==> src/rtl/timing_sequencer.sv <==
// timing_sequencer: sequence counter, run/interrupt flags and opcode decode
// strobes for the basic computer's per-register control logic.
module timing_sequencer (
    input  logic        clk,
    input  logic        rst,
    input  logic        start,
    input  logic [15:0] IR,
    input  logic        FGI,
    input  logic        FGO,
    output logic [7:0]  T,
    output logic [7:0]  D,
    output logic        I,
    output logic        R,
    output logic        IEN,
    output logic        S,
    output logic [15:0] B,
    output logic        SC_CLR
);
    logic [2:0] sc;
    logic       p;
    logic       r;
    logic       fetch_t2;
    logic       irq_req;
    logic       ien_clr;

    always_comb begin
        T        = S ? (8'b1 << sc) : 8'h00;
        B        = {4'h0, IR[11:0]};
        p        = D[7] & I & T[3];
        r        = D[7] & ~I & T[3];
        fetch_t2 = ~R & T[2];
        // T0..T2 are masked so a request never lands mid-fetch or on the clearing edge
        irq_req  = S & ~T[0] & ~T[1] & ~T[2] & IEN & (FGI | FGO);
        ien_clr  = (p & B[6]) | (R & T[2]);
        SC_CLR   = S & ((R & T[2]) | (~R & ((D[0] & T[5]) | (D[1] & T[5]) | (D[2] & T[5])
                 | (D[3] & T[4]) | (D[4] & T[4]) | (D[5] & T[5]) | (D[6] & T[6])
                 | (D[7] & T[3]))));
    end

    always_ff @(posedge clk) begin
        if (rst) begin
            sc  <= 3'd0;
            S   <= 1'b0;
            R   <= 1'b0;
            IEN <= 1'b0;
            I   <= 1'b0;
            D   <= 8'h00;
        end else if (!S) begin
            S <= start;
        end else begin
            sc  <= SC_CLR ? 3'd0 : sc + 3'd1;
            D   <= fetch_t2 ? (8'b1 << IR[14:12]) : D;
            I   <= fetch_t2 ? IR[15] : I;
            R   <= (R & T[2]) ? 1'b0 : (irq_req ? 1'b1 : R);
            IEN <= ien_clr ? 1'b0 : ((p & B[7]) ? 1'b1 : IEN);
            S   <= ~(r & B[0]);
        end
    end
endmodule

==> config.mk <==
export PLATFORM = sky130hd
export DESIGN_NAME = timing_sequencer
export DESIGN_NICKNAME = d
export VERILOG_FILES = /design/src/rtl/timing_sequencer.sv
export SDC_FILE = /design/constraint.sdc
export NUM_CORES = 1
export LEC_CHECK = 0
export ABC_AREA = 0
export BUFFER_PORTS_ARGS = -buffer_cell sky130_fd_sc_hd__buf_4
export CAP_MARGIN = 40
export CORE_ASPECT_RATIO = 0.8
export CORE_MARGIN = 3
export CORE_UTILIZATION = 30
export CTS_BUF_LIST = sky130_fd_sc_hd__clkbuf_4
export CTS_CLUSTER_DIAMETER = 50
export CTS_CLUSTER_SIZE = 24
export DETAILED_ROUTE_END_ITERATION = 8
export SLEW_MARGIN = 20
export SYNTH_ARGS = -nofsm -noshare
export SYNTH_HDL_FRONTEND = slang
export SYNTH_SLANG_ARGS = --single-unit
==> constraint.sdc <==
create_clock -name clk -period 3.6 [get_ports clk]
set_input_delay 0.18 -clock clk [delete_from_list [all_inputs] [get_ports clk]]
set_output_delay 0.18 -clock clk [all_outputs]
set_load 0.01 [all_outputs]
---- Word-level counts from Yosys, hierarchy flattened ----
Index checks and enable logic that the tools add are counted.
word-level totals
  register bits after elaboration ......... 15
  bits of input ports ..................... 21
  logic and storage cells ................. 61
cells by class
  add/sub/neg operators ................... 1
  shift-type cells ........................ 2
  muxes and demuxes ....................... 7
  bitwise operators ....................... 40
  reduce and logical (&&, ||, !) cells .... 5
operators by type and width
  kind                   number
  $and A1 B1 Y1          24
  $shl A1 B3 Y8 const A  2
  $or A1 B1 Y1           10
  $mux W8                1
  $not A1 Y1             6
  $reduce_and A2 Y1      3
  $mux W1                5
  $reduce_bool A2 Y1     2
  $add A3 B1 Y3 const B  1
  $mux W3                1

---- Longest topological paths before layout ----
  depth after elaboration ................. 14
  mapped depth ............................ 6
  mapped depth without buffers ............ 5

---- Worst setup path after synthesis ----
OpenSTA, ideal clock, no wires.
  kind .................................... reg-to-output
  start ................................... register sc[0]
  end ..................................... output port SC_CLR
  arrival time ............................ 1449 ps
  data required time ...................... 3420 ps
  path slack .............................. 1971 ps
  stages on the path, launching flop included .. 6
  path buffers ............................ 0
  path through ............................ dfxtp_1 ha_1 ha_1 and3_1 a211o_1 o31a_1
on the way
  word-level cells in the longest chain between the ends .. 13
  elaborated cells on any way between the ends .. 21
  classes of those cells .................. shift (1); mux (1); bitwise (19)
ends and longest elaborated chain
  element                    line  source
  start: declaration         19    logic [2:0] sc;
  start signal: assignment   51    sc <= SC_CLR ? 3'd0 : sc + 3'd1;
  $shl A1 B3 Y8 (*)          27    T = S ? (8'b1 << sc) : 8'h00;
  $mux W8 (*)                27
  $and A1 B1 Y1              35    SC_CLR = S & ((R & T[2]) | (~R & ((D[0] & T[5]) | (D[1] & T[5]) | (D[2] & T[5])
  $or A1 B1 Y1 (2 in a row)  35
  $or A1 B1 Y1 (4 in a row)  36    | (D[3] & T[4]) | (D[4] & T[4]) | (D[5] & T[5]) | (D[6] & T[6])
  $or A1 B1 Y1               37    | (D[7] & T[3]))));
  $and A1 B1 Y1              35
  $or A1 B1 Y1 (*)           35
  $and A1 B1 Y1 (*)          35
  end: declaration           17    output logic SC_CLR
Every way passes the cells marked *; elsewhere a longest branch is shown, timed or not.

---- Worst setup path after layout ----
  start ................................... register sc[2]
  end ..................................... output port SC_CLR
Same word-level chain as after synthesis.

==> impl_metrics.json <==
{
  "fin_crit_sh_pct": 61.3,
  "seq_area_frac_synth_pct": 30.4,
  "r2r_slack_ns": 1.65,
  "ys_ff_latch": 15,
  "drive_gt1_share_pct": 29.6,
  "antenna_found_initial": 0,
  "numCtsBuffers": 3,
  "syn_area_um2": 988,
  "synthFlopType": "dfxtp_1",
  "area_growth_pct": 21.3,
  "clk_pin_slew_ns": 0.08,
  "firstDrtPassIters": 4,
  "avgSynthCellArea_um2": 8.17,
  "hpwl_um": 1860,
  "ioPinCount": 58,
  "synth_top_area_share_pct": 30.4,
  "final_max_slew_viol_count": 0,
  "setup_tns_ns": 0,
  "grt_max_degree": 20,
  "total_power_w": 0.000326,
  "async_flop_share_pct": 0,
  "whs_path_depth": 2,
  "outcome": "completed",
  "cts_tree": "yes",
  "drt_iter0_drc": 40,
  "die-area_um2": 4020,
  "cts-resized-gates": 0,
  "synth-edff-count": 0,
  "start_util_pct": 33.4,
  "cts_setup_buffers": 0,
  "core_um2": 2960,
  "hold_buffers": 0,
  "holdCritStartpoint": "IR[0]",
  "port_buffers": 35,
  "syn_inst": 121,
  "slew-limit-headroom_pct": 56.2,
  "ys_warn_count": 0,
  "finalNonFillerCells": 180,
  "hold_path.class": "primary input to flip-flop",
  "r2r_start": "S$_SDFF_PP0_",
  "rows": 17,
  "root_buffer": "clkbuf_4",
  "startpoint_type": "flip-flop",
  "synth.distinct_cells": 37,
  "die_w_um": 70.2,
  "postRouteAntennaNets": 0,
  "vias": 908,
  "reg2reg_to": "D[4]$_SDFFE_PP0P_",
  "p_leak_nw": 0.561,
  "final_nets": 170,
  "drv_cap": 0,
  "irDropWorstVdd_uv": 129,
  "n_antenna_cell": 0,
  "routabilityCongestion": 0.855,
  "dp.cells": 176,
  "drcViolationCount": 0,
  "setup_viol": 0,
  "grt_remaining_overflow": 0,
  "wl_per_cell_um": 13.1,
  "detailedPlace.worstSlack_ns": 1.70,
  "hold_viol": 0,
  "htreeDepth": 1,
  "worstMarginPinSlew_ns": 0.640,
  "clock_latency_ns": 0.27,
  "min_period_ns": 2.21,
  "clock_sinks": 15,
  "hold_path_end": "S$_SDFF_PP0_",
  "crit_path_max_fanout": 11,
  "finClkSkew_ns": 0.00120,
  "powerDensity_nw_per_um2": 272,
  "fin_ws_ns": 1.39,
  "yosysTopAreaCell": "dfxtp_1",
  "synth_most_common_cell": "buf_4",
  "ys_top_cells_by_count": "buf_4, dfxtp_1, nand2_1",
  "rsz0062_at_grt": "no",
  "crit_type": "flip-flop to primary output",
  "fmax_mhz": 453,
  "reg2reg_depth": 3,
  "grt_pass1_wl_um": 3570,
  "clock_path_buffers": 2,
  "cp.required_ns": 3.42,
  "synth_area_leaders": "dfxtp_1, buf_4, ha_1",
  "grt_pass1_vias": 782,
  "wirelength_um": 2360,
  "fp.dieH_um": 57.3,
  "fill_cells": 298,
  "endpoint_kind": "primary output",
  "viasPerCell": 5.04,
  "crit_arrival_ns": 2.03,
  "grtUsageTotal_pct": 11.1
}
[layout by cell type (no fill, tap or decap), types with 3 or more instances in the layout]
cell,count
nor2_1,6
inv_1,7
nand3_1,3
nand2_1,14
clkbuf_4,4
a21oi_1,9
nand4_1,3
and3_1,5
conb_1,4
dfxtp_1,15
nand4b_1,3
ha_1,6
buf_4,35
[where the power goes]
| group | total (W) | internal, W | leakage [nW] | switching [W] |
|---|---|---|---|---|
| registers | 0.000176 | 0.000169 | 0.121 | 0.00000667 |
| logic | 0.0000503 | 0.0000244 | 0.422 | 0.0000258 |
| clock network | 0.000100 | 0.0000505 | 0.0184 | 0.0000497 |
[worst max-delay path by stage]
stage,startpoint,to,cells after the start
after floorplan,sc[0]$_SDFFE_PP0P_,SC_CLR,5
after global placement,sc[0]$_SDFFE_PP0P_,D[5]$_SDFFE_PP0P_,5
after detailed placement,sc[2]$_SDFFE_PP0P_,SC_CLR,6
after CTS,sc[2]$_SDFFE_PP0P_,SC_CLR,6
after global routing,sc[2]$_SDFFE_PP0P_,SC_CLR,6
final,sc[2]$_SDFFE_PP0P_,SC_CLR,6
[critical path: stages, from the launching register on]
cell	delay, ns
dfxtp_1	0.50
inv_1	0.12
ha_1	0.23
and3_1	0.22
a211o_1	0.30
o31a_1	0.25
buf_4	0.14
[kinds of logic after synthesis]
family,share of synthesized area [%]
AO/OA/AOI/OAI,14.4
XOR/XNOR,0.886
adder cells (fa/ha/maj),7.59
buffers and inverters,18.1
flip-flops,30.4
multiplexers,1.14
other,0.379
AND/OR/NAND/NOR,27.1
[cell type report]
class	instances	area (um2)	share of cell area, %
timing repair buffer	36	274	22.9
multi-input combinational	80	520	43.4
sequential	15	300	25.1
inverter	7	26.3	2.19
tap	38	47.5	3.97
clock buffer	4	30.0	2.51
[through the flow]
stage	instance area, um2	hold WS [ns]	util [%]
finish	1200	0.106	40.5
global route	1200	0.102	40.5
CTS	1200	0.0992	40.5
detailed placement	1170	0.360	39.5
global placement	1160	0.360	39.1
floorplan	1000	0.263	-
[layer usage]
metal	vias up	wire length, um	GRT usage (%)
met4	0	42	4.64
met5	-	0	0
li1	447	-	-
met1	412	1170	15.2
met2	43	930	16.0
met3	6	210	3.70
[state kept, by name, summed over array words and instances (netlist names)]
| register | cells |
|---|---|
| D | 8 |
| sc | 3 |
| I | 1 |
| IEN | 1 |
| R | 1 |
| S | 1 |
Note: power is estimated with default switching activity, not from simulation.
